===== src/rtl/onehot_scan_dec.sv =====
// onehot_scan_dec
//   Registered binary-to-one-hot decoder with a direct mode and an auto-scan
//   mode. Direct mode decodes sel. Auto-scan mode uses a prescaled counter to
//   walk the asserted bit across all channels, with optional blanking after
//   each step. Used for display anodes, row strobes and chip-selects.
//
// Ports
//   clk   : single clock, rising edge
//   rst_n : asynchronous active-low reset
//   en    : 1 = decoder active, 0 = all outputs inactive
//   mode  : 0 = direct decode of sel, 1 = auto-scan
//   sel   : channel select (direct mode)
//   out   : registered one-hot, polarity set by ACTIVE_LOW
//   idx   : channel currently driven (registered sel or scan counter)
//   tick  : one-cycle pulse after each auto-scan advance
//   err   : registered; 1 when a direct-mode sel is >= N_OUT
module onehot_scan_dec #(
  parameter int SEL_W      = 3,
  parameter int N_OUT      = 8,
  parameter bit ACTIVE_LOW = 1'b0,
  parameter int PRESCALE   = 4,
  parameter int BLANK      = 0
) (
  input  logic             clk,
  input  logic             rst_n,
  input  logic             en,
  input  logic             mode,
  input  logic [SEL_W-1:0] sel,
  output logic [N_OUT-1:0] out,
  output logic [SEL_W-1:0] idx,
  output logic             tick,
  output logic             err
);

  localparam int PS_W = (PRESCALE > 1) ? $clog2(PRESCALE) : 1;
  localparam int BL_W = (BLANK > 0) ? $clog2(BLANK + 1) : 1;

  localparam logic [N_OUT-1:0] INACTIVE = ACTIVE_LOW ? {N_OUT{1'b1}} : {N_OUT{1'b0}};
  localparam logic [PS_W-1:0]  PS_LAST  = PS_W'(PRESCALE - 1);
  localparam logic [BL_W-1:0]  BL_LOAD  = BL_W'(BLANK);

  logic [PS_W-1:0]  psc;
  logic [PS_W-1:0]  psc_nxt;
  logic [BL_W-1:0]  blank_cnt;
  logic [BL_W-1:0]  blank_nxt;
  logic [SEL_W-1:0] idx_nxt;
  logic [N_OUT-1:0] out_nxt;
  logic             tick_nxt;
  logic             err_nxt;
  logic             advance;
  logic             idx_in_range;
  logic             idx_last;

  // An out-of-range index leaves every bit deasserted, which after the
  // polarity flip is exactly the inactive pattern.
  function automatic logic [N_OUT-1:0] decode(input logic [SEL_W-1:0] k);
    logic [N_OUT-1:0] v;
    v = '0;
    for (int i = 0; i < N_OUT; i++) begin
      v[i] = (int'(k) == i);
    end
    return ACTIVE_LOW ? ~v : v;
  endfunction

  always_comb begin
    advance      = (psc == PS_LAST);
    idx_in_range = (int'(idx) < N_OUT);
    idx_last     = (int'(idx) == N_OUT - 1);

    psc_nxt   = '0;
    blank_nxt = blank_cnt;
    idx_nxt   = idx;
    tick_nxt  = 1'b0;
    err_nxt   = 1'b0;
    out_nxt   = INACTIVE;

    if (en) begin
      if (!mode) begin
        // Direct mode keeps the prescaler and blank counter cleared, so a
        // switch into auto-scan always starts a fresh step period.
        idx_nxt   = sel;
        err_nxt   = (int'(sel) >= N_OUT);
        blank_nxt = '0;
        out_nxt   = decode(sel);
      end else begin
        psc_nxt = advance ? '0 : psc + 1'b1;

        // An index left over from direct mode may be out of range.
        if (!idx_in_range) begin
          idx_nxt = '0;
        end else if (advance) begin
          idx_nxt = idx_last ? '0 : idx + 1'b1;
        end

        if (advance) begin
          tick_nxt  = 1'b1;
          blank_nxt = BL_LOAD;
        end else if (blank_cnt != '0) begin
          blank_nxt = blank_cnt - 1'b1;
        end

        // Decoding the next index makes the switch on an advance edge clean:
        // the old bit drops in the same cycle the new one rises.
        out_nxt = (blank_nxt != '0) ? INACTIVE : decode(idx_nxt);
      end
    end
  end

  always_ff @(posedge clk or negedge rst_n) begin
    if (!rst_n) begin
      psc       <= '0;
      blank_cnt <= '0;
      idx       <= '0;
      out       <= INACTIVE;
      tick      <= 1'b0;
      err       <= 1'b0;
    end else begin
      psc       <= psc_nxt;
      blank_cnt <= blank_nxt;
      idx       <= idx_nxt;
      out       <= out_nxt;
      tick      <= tick_nxt;
      err       <= err_nxt;
    end
  end

endmodule


===== config.mk =====
export PLATFORM = sky130hd
export DESIGN_NAME = onehot_scan_dec
export DESIGN_NICKNAME = d
export VERILOG_FILES = /design/src/rtl/onehot_scan_dec.sv
export SDC_FILE = /design/constraint.sdc
export NUM_CORES = 1
export LEC_CHECK = 0
export BUFFER_PORTS_ARGS = -buffer_cell sky130_fd_sc_hd__clkbuf_2
export CORE_UTILIZATION = 25
export CTS_CLUSTER_SIZE = 16
export DETAILED_ROUTE_END_ITERATION = 10
export PLACE_DENSITY = 0.49
export SLEW_MARGIN = 25
export SYNTH_ARGS = -nofsm -noshare
export SYNTH_HDL_FRONTEND = slang
export SYNTH_SLANG_ARGS = --single-unit

===== constraint.sdc =====
create_clock -name clk -period 3.25 [get_ports clk]
set_clock_uncertainty 0.2 [all_clocks]
set_input_delay 0.1625 -clock clk [delete_from_list [all_inputs] [get_ports clk]]
set_output_delay 0.1625 -clock clk [all_outputs]
set_load 0.05 [all_outputs]

==> flow_metrics.tcl <==
set metrics [dict create \
    status "finished, final reports clean" \
    num_antenna_cells 0 \
    startpoint "idx[0]" \
    grt_max_degree 15 \
    rrSetupSlack_ns 1.21 \
    grt_pass1_vias 535 \
    worstReg2RegStart "idx[0]" \
    dpl.hpwl_mm 1.11 \
    num-nets-final 96 \
    post_drt_wl_per_cell_microns 12.8 \
    grt_setup_unrepaired "false" \
    grt_first_pass_wirelength_mm 2.39 \
    whs_ns 0.0271 \
    drt-vias-per-instance 4.90 \
    post-route-min-period_ns 2.04 \
    critPathArrivalTime_ns 2.05 \
    htree_num_levels 1 \
    clock_latency_ns 0.27 \
    p_leak_nw 0.416 \
    fmax_mhz 491 \
    critPathKind "register to register" \
    synth-seq-cells 14 \
    seq_area_frac_synth_pct 50.5 \
    port_buffers 18 \
    clock-root-buffer "clkbuf_4" \
    cp-start-kind "register" \
    initial_core_util_pct 27.3 \
    core_area_sq_mm 0.00254 \
    syn_nets 73 \
    finalSetupViolations 0 \
    synth.distinct_cells 32 \
    synth_area_sq_um 694 \
    clock_path_buffers 2 \
    peakVddDrop_mv 0.152 \
    syn_to_final_growth_pct 22.9 \
    clkSinkCount 14 \
    yosysTopAreaCellShare_pct 50.5 \
    slowest_delay_ns 0.43 \
    min_period_over_period_pct 62.7 \
    track_usage_pct 11.8 \
    hold_start "sel[0]" \
    synth_adder_area_share_pct 5.41 \
    synthTopCellsByArea "dfrtp_1 (50%), ha_1 (5.4%), o32ai_1 (3.8%)" \
    cts_tree "done" \
    powerDensity_mw_per_mm2 453 \
    crit_fanout 5 \
    fin_tns_setup_ns 0 \
    grt_overflow_total 0 \
    yosys.area.top_type "dfrtp_1" \
    synthSimpleGateAreaFrac_pct 19.1 \
    nFillCells 275 \
    crit_top_cell "ha_1" \
    fp.dieW_microns 54.7 \
    hold_class "primary input to register" \
    synth_mux_area_share_pct 4.68 \
    drtAntennaViolNets 0 \
    drc 0 \
    clk_pin_slew_worst_paths_ns 0.08 \
    synth_compound_area_share_pct 17.1 \
    synth.avg_cell_area_sq_um 11.0 \
    std_cell_rows 18 \
    worst-path-buf-inv 0 \
    cp_data_required_time_ns 3.27 \
    gp_congestion 0.726 \
    syn_inst 63 \
    drt_first_pass_iters 4 \
    io_pins 20 \
    yosys_warnings 0 \
    drt-initial-drc-count 11 \
    num_vias 559 \
    layout_commonest_cell "clkbuf_2" \
    totalPowerFinal_uw 387 \
    wirelength_mm 1.46 \
    synth_top_family_by_area "simple AND/OR/NAND/NOR gates" \
    dieArea_sq_mm 0.00299 \
    layout_common_cells "clkbuf_2 (18), dfrtp_1 (14), nand2b_1 (4)" \
    cp_cell_sequence "ha_1 -> ha_1 -> mux2_2 -> a211o_1 -> o21ba_2" \
    maxCapViolCount 0 \
    die_h_microns 54.7 \
    worstSetupEndpointType "register" \
    cts_resized 0 \
    antenna_found_initial 0 \
    synth_xor_area_share_pct 0 \
    crit_slowest_cell "dfrtp_1" \
    cp_top_family "compound AO/OA/AOI/OAI gates" \
    cts_buffers 3 \
    final_layout_size_suffix_gt1_share_pct 31.0 \
    slew_viol_final 0 \
    hold_viol 0 \
]
cell type report:
type / count / area (sq um) / area share, %
repair buffers: 20 / 110 / 12.9
inverters: 2 / 7.51 / 0.880
multi-input cells: 45 / 325 / 38.1
flip-flops and latches: 14 / 350 / 41.1
well taps: 30 / 37.5 / 4.40
clock buffers: 3 / 22.5 / 2.64
report_power, final:
part,switching [mW],internal (mW)
clock,0.0494,0.0428
sequential,0.00726,0.184
combinational,0.0727,0.0301
total,0.129,0.257
kinds of logic (layout without fill, tap and decap cells):
family,Yosys count,count (layout)
AOI/OAI and AO/OA,16,16
adders and majority gates,3,3
buffers and inverters,4,25
DFF,14,14
muxes,3,3
other,1,1
and+or+nand+nor,22,22
tightest hold or removal path, stage by stage:
cell	delay [ns]
clkbuf_2	0.14
nand2_1	0.07
o32ai_1	0.07
path summary, 6_finish.rpt:
kind,depth (start not counted),endpoint
min reg2reg,1,psc[0]
min in group asynchronous,2,tick
max reg2reg,5,out[0]
max,5,out[0]
max in group asynchronous,2,out[4]
min,3,out[7]
state kept, by name, indices dropped and copies added (netlist names):
| signal | cells |
|---|---|
| idx | 3 |
| tick | 1 |
| out | 8 |
| psc | 2 |
metrics by stage:
stage	setup slack [ns]	instances	area, sq um	util [%]
after CTS	1.21	114	853	33.5
after detailed placement	1.24	109	811	31.9
after global routing	1.16	114	853	33.5
after global placement	1.26	109	811	31.9
after floorplan	1.04	63	694	-
final	1.21	114	853	33.5
Yosys cell counts (all sizes together):
cell	instances
or2	1
nand3b	1
nor2b	2
o211ai	2
conb	1
or4	1
nor3	3
nor2	2
dfrtp	14
ha	3
a211o	1
mux2i	1
nand2	1
o21a	1
o2bb2ai	1
o32ai	3
nand2b	4
a21o	1
buf	1
o21ai	1
or3	1
o31ai	1
a21oi	3
nor4	1
nand3	2
mux2	2
a211oi	1
clkbuf	1
o21ba	1
nor3b	1
and3	2
inv	2
layer usage:
metal | global-route usage (%) | wire length (microns)
met5 | 0 | 0
met4 | 8.97 | 29
met3 | 2.22 | 61
met2 | 18.5 | 711
met1 | 14.1 | 657
what timing repair did:
| action | CTS | global route |
|---|---|---|
| setup buffers | 0 | 0 |
| endpoints found under the hold margin | 15 | 0 |
| hold buffers | 2 | 0 |
No activity file was read; power rests on OpenSTA's default activity.
